===== src/rtl/fetch_pkg.sv =====
// Shared definitions for the instruction-fetch stage: instruction words,
// FSM state encoding and the IF/ID bubble contents.
package fetch_pkg;

  localparam logic [31:0] NOP_WORD          = 32'h0000_0000;
  localparam logic [31:0] HALT_WORD_DEFAULT = 32'hFFFF_FFFF;

  typedef enum logic [1:0] {
    ST_BOOT = 2'd0,
    ST_RUN  = 2'd1,
    ST_HALT = 2'd2
  } fetch_state_e;

  localparam logic [31:0] BUBBLE_INST  = NOP_WORD;
  localparam logic        BUBBLE_VALID = 1'b0;

endpackage


===== src/rtl/if_id_reg.sv =====
// IF/ID pipeline register: loads a fetched instruction, holds, or is
// overwritten with a bubble (NOP, pc_next 0, not valid).
module if_id_reg
  import fetch_pkg::*;
#(
  parameter int PC_W = 32
) (
  input  logic            clk,
  input  logic            rst_n,
  input  logic            load_i,
  input  logic            bubble_i,
  input  logic [31:0]     inst_i,
  input  logic [PC_W-1:0] pc_next_i,
  output logic [31:0]     inst_o,
  output logic [PC_W-1:0] pc_next_o,
  output logic            valid_o
);

  logic [31:0]     inst_q, inst_d;
  logic [PC_W-1:0] pc_next_q, pc_next_d;
  logic            valid_q, valid_d;

  // Bubble wins over load; with neither asserted the register holds.
  always_comb begin
    inst_d    = inst_q;
    pc_next_d = pc_next_q;
    valid_d   = valid_q;
    if (bubble_i) begin
      inst_d    = BUBBLE_INST;
      pc_next_d = '0;
      valid_d   = BUBBLE_VALID;
    end else if (load_i) begin
      inst_d    = inst_i;
      pc_next_d = pc_next_i;
      valid_d   = 1'b1;
    end
  end

  always_ff @(posedge clk or negedge rst_n) begin
    if (!rst_n) begin
      inst_q    <= BUBBLE_INST;
      pc_next_q <= '0;
      valid_q   <= BUBBLE_VALID;
    end else begin
      inst_q    <= inst_d;
      pc_next_q <= pc_next_d;
      valid_q   <= valid_d;
    end
  end

  assign inst_o    = inst_q;
  assign pc_next_o = pc_next_q;
  assign valid_o   = valid_q;

endmodule


===== src/rtl/fetch_stage.sv =====
// Instruction-fetch stage: owns the PC, runs the BOOT/RUN/HALT FSM and feeds
// the IF/ID register from the combinational instruction-memory read.
module fetch_stage
  import fetch_pkg::*;
#(
  parameter int              PC_W        = 32,
  parameter logic [PC_W-1:0] RESET_PC    = '0,
  parameter int              MEM_DEPTH   = 32,
  parameter logic [31:0]     HALT_OPCODE = HALT_WORD_DEFAULT
) (
  input  logic            clk,
  input  logic            rst_n,
  output logic [PC_W-1:0] pc,
  input  logic [31:0]     inst,
  input  logic            stall,
  input  logic            redirect,
  input  logic [PC_W-1:0] redirect_pc,
  input  logic            resume,
  output logic [31:0]     if_id_inst,
  output logic [PC_W-1:0] if_id_pc_next,
  output logic            if_id_valid,
  output logic            halted,
  output logic [31:0]     fetch_count,
  output fetch_state_e    dbg_state
);

  localparam int AW = $clog2(MEM_DEPTH);

  // IF/ID contract: if_id_valid=1 marks a real instruction; a bubble carries
  // NOP with valid=0. stall freezes the register contents and PC together.

  fetch_state_e    state_q, state_d;
  logic [PC_W-1:0] pc_q, pc_d;
  logic [31:0]     fetch_count_q, fetch_count_d;
  logic            ifid_load, ifid_bubble;
  logic [PC_W-1:0] pc_inc;
  logic [PC_W-1:0] target_pc;
  logic            unused_redirect_hi;

  function automatic logic [PC_W-1:0] inc_pc(input logic [PC_W-1:0] p);
    return (p == PC_W'(MEM_DEPTH - 1)) ? '0 : p + PC_W'(1);
  endfunction

  assign pc_inc             = inc_pc(pc_q);
  assign target_pc          = PC_W'(redirect_pc[AW-1:0]);
  assign unused_redirect_hi = ^redirect_pc[PC_W-1:AW];

  always_comb begin
    state_d       = state_q;
    pc_d          = pc_q;
    fetch_count_d = fetch_count_q;
    ifid_load     = 1'b0;
    ifid_bubble   = 1'b0;
    case (state_q)
      ST_BOOT: begin
        ifid_bubble = 1'b1;
        state_d     = ST_RUN;
        if (redirect) pc_d = target_pc;
      end
      ST_RUN: begin
        if (redirect) begin
          pc_d        = target_pc;
          ifid_bubble = 1'b1;
        end else if (!stall) begin
          if (inst == HALT_OPCODE) begin
            // The halt word is swallowed: PC parks on it and nothing is counted.
            ifid_bubble = 1'b1;
            state_d     = ST_HALT;
          end else begin
            ifid_load     = 1'b1;
            pc_d          = pc_inc;
            fetch_count_d = (fetch_count_q == 32'hFFFF_FFFF) ? fetch_count_q
                                                             : fetch_count_q + 32'd1;
          end
        end
      end
      ST_HALT: begin
        ifid_bubble = 1'b1;
        if (redirect) begin
          pc_d    = target_pc;
          state_d = ST_RUN;
        end else if (resume) begin
          pc_d    = pc_inc;
          state_d = ST_RUN;
        end
      end
      default: begin
        ifid_bubble = 1'b1;
        state_d     = ST_BOOT;
      end
    endcase
  end

  always_ff @(posedge clk or negedge rst_n) begin
    if (!rst_n) begin
      state_q       <= ST_BOOT;
      pc_q          <= RESET_PC;
      fetch_count_q <= 32'd0;
    end else begin
      state_q       <= state_d;
      pc_q          <= pc_d;
      fetch_count_q <= fetch_count_d;
    end
  end

  if_id_reg #(.PC_W(PC_W)) u_if_id (
    .clk      (clk),
    .rst_n    (rst_n),
    .load_i   (ifid_load),
    .bubble_i (ifid_bubble),
    .inst_i   (inst),
    .pc_next_i(pc_inc),
    .inst_o   (if_id_inst),
    .pc_next_o(if_id_pc_next),
    .valid_o  (if_id_valid)
  );

  assign pc          = pc_q;
  assign halted      = (state_q == ST_HALT);
  assign fetch_count = fetch_count_q;
  assign dbg_state   = state_q;

endmodule


===== config.mk =====
export PLATFORM = sky130hd
export DESIGN_NAME = fetch_stage
export DESIGN_NICKNAME = d
export VERILOG_FILES = /design/src/rtl/fetch_pkg.sv /design/src/rtl/if_id_reg.sv /design/src/rtl/fetch_stage.sv
export SDC_FILE = /design/constraint.sdc
export NUM_CORES = 1
export LEC_CHECK = 0
export BUFFER_PORTS_ARGS = -buffer_cell sky130_fd_sc_hd__buf_4
export CELL_PAD_IN_SITES_DETAIL_PLACEMENT = 0
export CELL_PAD_IN_SITES_GLOBAL_PLACEMENT = 2
export CORE_UTILIZATION = 31
export DETAILED_ROUTE_END_ITERATION = 10
export PLACE_DENSITY = 0.91
export SYNTH_ARGS = -nofsm -noshare
export SYNTH_HDL_FRONTEND = slang
export SYNTH_SLANG_ARGS = --single-unit

===== constraint.sdc =====
create_clock -name clk -period 2.6 [get_ports clk]
set_input_delay 0.13 -clock clk [delete_from_list [all_inputs] [get_ports clk]]
set_output_delay 0.13 -clock clk [all_outputs]
set_load 0.03 [all_outputs]

# Word-level counts from Yosys, hierarchy flattened
# Index checks and enable logic that the tools add are counted.
# W data, S select, Z words.
[classes]
reduce_logical = 6
bitwise_logic = 4
n_eq_ne = 12
mux = 28
addsub = 2
[ops]
columns = ["operator", "n"]
rows = [
  ["$mux W32", 11],
  ["$pmux W32 S3", 1],
  ["$add A32 B1 Y32 const B", 2],
  ["$eq A32 B32 Y1 const B", 2],
  ["$eq A32 B5 Y1 const B", 1],
  ["$mux W1", 10],
  ["$mux W2", 5],
  ["$reduce_and A5 Y1", 2],
  ["$ne A3 B3 Y1 const B", 3],
  ["$ne A2 B2 Y1 const B", 4],
  ["$pmux W2 S3", 1],
  ["$not A1 Y1", 4],
  ["$reduce_and A4 Y1", 1],
  ["$reduce_bool A3 Y1", 1],
  ["$eq A2 B1 Y1 const B", 1],
  ["$eq A2 B2 Y1 const B", 1],
  ["$logic_not A2 Y1", 1],
  ["$reduce_bool A2 Y1", 1],
]
[word_totals]
input_bits = 69
out_inout_bits = 132
register_bits = 131
word_cells = 58

# Logic depth before layout (Yosys ltp)
[logic_depth]
word_depth = 7
depth_mapped = 10
mapped_depth_nobuf = 7

# Cells and area by module
# A second synthesis with hierarchy kept.
[hier_totals]
hier_cells = 653
hier_area_um2 = 6784.0
[by_module_without_submodules]
columns = ["mod", "seq_area_each_um2", "area_per_inst_um2", "n_inst", "cells_each"]
rows = [
  ["fetch_stage", 1651.6, 4146.5, 1, 444],
  ["if_id_reg", 1626.6, 2637.5, 1, 209],
]

# Worst setup path before layout
# OpenSTA, ideal clock, no wires.
[synth_path]
path_kind = "register -> register"
start = "register pc_q[0] (netlist: pc[0])"
end = "register u_if_id.pc_next_q[26] (netlist: u_if_id.pc_next_o[26])"
path_stages_with_launch = 8
required_ns = 2.522
arrival_time_ns = 2.366
setup_slack_ns = 0.156
period_less_slack_ns = 2.444
cell_sequence = "dfrtp_1 > ha_1 > nand4_1 > or4_1 > nor4_2 > nand3_1 > xor2_1 > o21ai_1"
[synth_via]
elab_chain_cells = 4
word_cells_on_any_way = 5
cone_classes = "add/sub (1); eq/ne (1); mux (3)"
[synth_rtl]
columns = ["element", "line_no", "rtl"]
rows = [
  ["start: declaration", "fetch_stage.sv:33", "logic [PC_W-1:0] pc_q, pc_d;"],
  ["start signal: assignment", "fetch_stage.sv:101", "pc_q <= pc_d;"],
  ["$add A32 B1 Y32 or $eq A32 B5 Y1 (tied branches)", "fetch_stage.sv:41", "return (p == PC_W'(MEM_DEPTH - 1)) ? '0 : p + PC_W'(1);"],
  ["$mux W32 *", "fetch_stage.sv:41", ""],
  ["$mux W32 *", "if_id_reg.sv:32", "end else if (load_i) begin"],
  ["$mux W32 *", "if_id_reg.sv:28", "if (bubble_i) begin"],
  ["end signal: assignment", "if_id_reg.sv:46", "pc_next_q <= pc_next_d;"],
  ["end: declaration", "if_id_reg.sv:20", "logic [PC_W-1:0] pc_next_q, pc_next_d;"],
]
# Every way passes the cells marked *; elsewhere a longest branch is shown, timed or not. The select of a mux whose other input is x is not followed.
# A chain may end at the register's enable or synchronous reset.

# Final worst setup path
# Ends and elaborated chain as after synthesis.

==> impl_metrics.ini <==
[timing]
whs_ps = 59.08
final_hold_viol_count = 0
fmax_ghz = 0.4139
setup-violations-final = 0
setup_tns_ps = 0
finalCriticalPeriod_ps = 2416
slew_headroom = 0.4646
max_slew.worst_pin.slew_ps = 796.3
fin_ws_ps = 184.2
rsz0062_at_grt = false
slew_violations = 0
skew_ps = 13.18
post-route-period-util = 0.9292

[floorplan]
core_um2 = 19650
core.rowCount = 51
die_x_um = 144.2
die_y_um = 144.2
dieArea_um2 = 20780
initial_core_util = 0.3188
io_pins = 201

[detailed_routing]
drtIter0Drc = 228
routed_wl_um = 19220
antenna_left = 0
wl_per_cell_um = 17.15
drc_errors = 0
first_pass_iters = 6
vias = 5584
viasPerCell = 4.981

[grt]
grt_max_degree = 73
antenna_found_initial = 0
grt_pass1_wl_um = 29560
grt_pass1_vias = 5393
gr-total-overflow = 0
grt.total_usage = 0.1872

[clocking]
clk_latency_ps = 420
numCtsBuffers = 17
cts_tree = done
cts-root-buf = clkbuf_16
clk_pin_slew_worst_paths_ps = 60
cts_resized = 0
cts_setup_buffers = 0
htreeDepth = 4
cts.sinks = 131
clock_path_buffers = 2

[power_and_ir_drop]
seqPwrFrac = 0.413
irDropWorstVdd_mv = 0.4250
p_clk_frac = 0.427
combPwrFrac = 0.160
switching_share = 0.2844
p_leak_nw = 4.191
p_per_area_nw_per_um2 = 604.2
internal-power_mw = 3.879
p_switching_mw = 1.542

[critical_path]
cp-endpoint = u_if_id.pc_next_o[26]
crit_chain = ha_1 -> nand4_1 -> or4_1 -> nor4_2 -> nand3_1 -> xor2_1 -> o21ai_1
path_max_fanout = 5
rr_startpoint = pc[0]
slowest_stage = or4_1
slowest_delay_ps = 530
worst_ep_required_time_ps = 2940
rr_worst_depth = 7
startpoint = pc[0]
critical_path_arrival_ps = 2750
criticalPathCategory = reg2reg
worstSetupStartpointType = flip-flop
rr_endpoint = u_if_id.pc_next_o[26]
reg2reg_slack_ps = 180
cp-end-kind = flip-flop

[layout]
n_fill_cell = 1900
final_cell_mix = buf_4 (208), dfrtp_1 (131), nand2_1 (66)
layout_commonest_cell = buf_4
layout.nets = 918
diodes = 0
area_growth_pct = 43.20
drive_gt1_frac = 0.3026

[logic_synthesis]
synth_area_um2 = 6265
synth_ff_type = dfrtp_1
avgSynthCellArea_um2 = 10.17
syn_inst = 616
syn-num-nets = 691
synth-edff-count = 0
synth_seq_cells = 131
yosysSeqAreaShare = 0.5233
synth-warning-count = 0
async_flop_share = 1.000
synth.distinct_cells = 45

[placement]
hpwl_um = 13060
port_buffers = 173
place_ws_ps = 212.6
gp_congestion = 0.8125

[hold_path]
worstHoldPathType = in2reg
holdCritStartpoint = redirect_pc[1]

[flow_run]
cap_violations = 0

[status]
outcome = finished, final reports clean
## state kept, by name, summed over array words and instances (netlist names)
name,cells
dbg_state,2
fetch_count,32
pc,32
u_if_id.inst_o,32
u_if_id.pc_next_o,32
u_if_id.valid_o,1
## power groups by stage
stage / registers, mW / logic, mW / clock network [mW]
2_1_floorplan: 2.45 / 0.251 / 0
3_3_place_gp: 2.27 / 0.819 / 0
3_5_place_dp: 2.27 / 0.828 / 0
4_1_cts: 2.24 / 0.873 / 2.38
5_1_grt: 2.25 / 0.931 / 2.48
6_report: 2.24 / 0.866 / 2.32
## through the flow
step | cells | util | area, um2 | power (mW)
global placement | 1053 | 0.4090 | 8039 | 3.091
detailed placement | 1053 | 0.4090 | 8039 | 3.103
CTS | 1121 | 0.4565 | 8971 | 5.490
floorplan | 616 | - | 6265 | 2.700
global route | 1121 | 0.4565 | 8971 | 5.663
finish | 1121 | 0.4565 | 8971 | 5.420
## synth_stat cells, types with 3 or more instances
| cell | n | area, um2 |
|---|---|---|
| dfrtp_1 | 131 | 3278 |
| nand2_1 | 66 | 247.7 |
| o21ai_0 | 60 | 300.3 |
| a22o_1 | 34 | 297.8 |
| xnor2_1 | 31 | 271.5 |
| nor2_1 | 30 | 112.6 |
| xor2_1 | 30 | 262.8 |
| nand4_1 | 27 | 168.9 |
| nand3_1 | 24 | 120.1 |
| clkbuf_1 | 19 | 71.32 |
| o31ai_1 | 19 | 142.6 |
| a21oi_1 | 16 | 80.08 |
| inv_1 | 14 | 52.55 |
| nor4_1 | 14 | 87.58 |
| buf_2 | 13 | 65.06 |
| and3_1 | 9 | 56.30 |
| nor3_1 | 9 | 45.04 |
| nor2b_1 | 7 | 43.79 |
| ha_1 | 6 | 75.07 |
| nor4_2 | 5 | 62.56 |
| o21ai_1 | 5 | 25.02 |
| o41ai_1 | 5 | 43.79 |
| and4_1 | 4 | 35.03 |
| a31oi_1 | 3 | 18.77 |
| and2_1 | 3 | 18.77 |
| nand2b_1 | 3 | 18.77 |
| nand3_2 | 3 | 30.03 |
## worst max-delay path, delay by kind of cell, from the launching register on
family,cells,cell delay [ps]
and+or+nand+nor,4,1410
xor gates and xnor gates,1,170
DFF,1,350
AOI/OAI and AO/OA,1,120
adders and majority gates,1,290
## logic make-up after synthesis
family / share of synthesized area
XOR/XNOR: 0.08528
flip-flops: 0.5233
buffers and inverters: 0.03715
AND/OR/NAND/NOR: 0.1843
adder cells (fa/ha/maj): 0.01198
multiplexers: 0.005193
AO/OA/AOI/OAI: 0.1528
## how the worst min path moves through the flow
stage | depth (start not counted) | slack, ps | endpoint
final | 4 | 60 | pc[1]
after global routing | 4 | 40 | pc[1]
after CTS | 4 | 40 | pc[1]
after detailed placement | 1 | 210 | fetch_count[15]
after global placement | 1 | 200 | fetch_count[17]
after floorplan | 0 | -170 | dbg_state[0]
## repair_timing
item / CTS / global route
endpoints found under the hold margin: 104 / 0
hold buffers: 36 / 0
setup endpoints to repair: 0 / 0
## cell type report
| type | count | area (um2) | area share |
|---|---|---|---|
| Inverter | 14 | 52.55 | 0.005858 |
| Timing Repair Buffer | 246 | 1953 | 0.2177 |
| Tap cell | 265 | 331.6 | 0.03696 |
| Multi-Input combinational cell | 433 | 2784 | 0.3103 |
| Sequential cell | 131 | 3278 | 0.3654 |
| Clock buffer | 21 | 470.5 | 0.05244 |
| Clock inverter | 11 | 101.3 | 0.01130 |
## metal layers
layer / vias to the layer above / GRT usage / share of wire
met4: 0 / 0.05097 / 0.010
met1: 2719 / 0.2387 / 0.45
met3: 15 / 0.05464 / 0.069
met2: 177 / 0.3079 / 0.47
met5: - / 0 / 0
li1: 2673 / - / -
No activity file was read; power rests on OpenSTA's default activity.
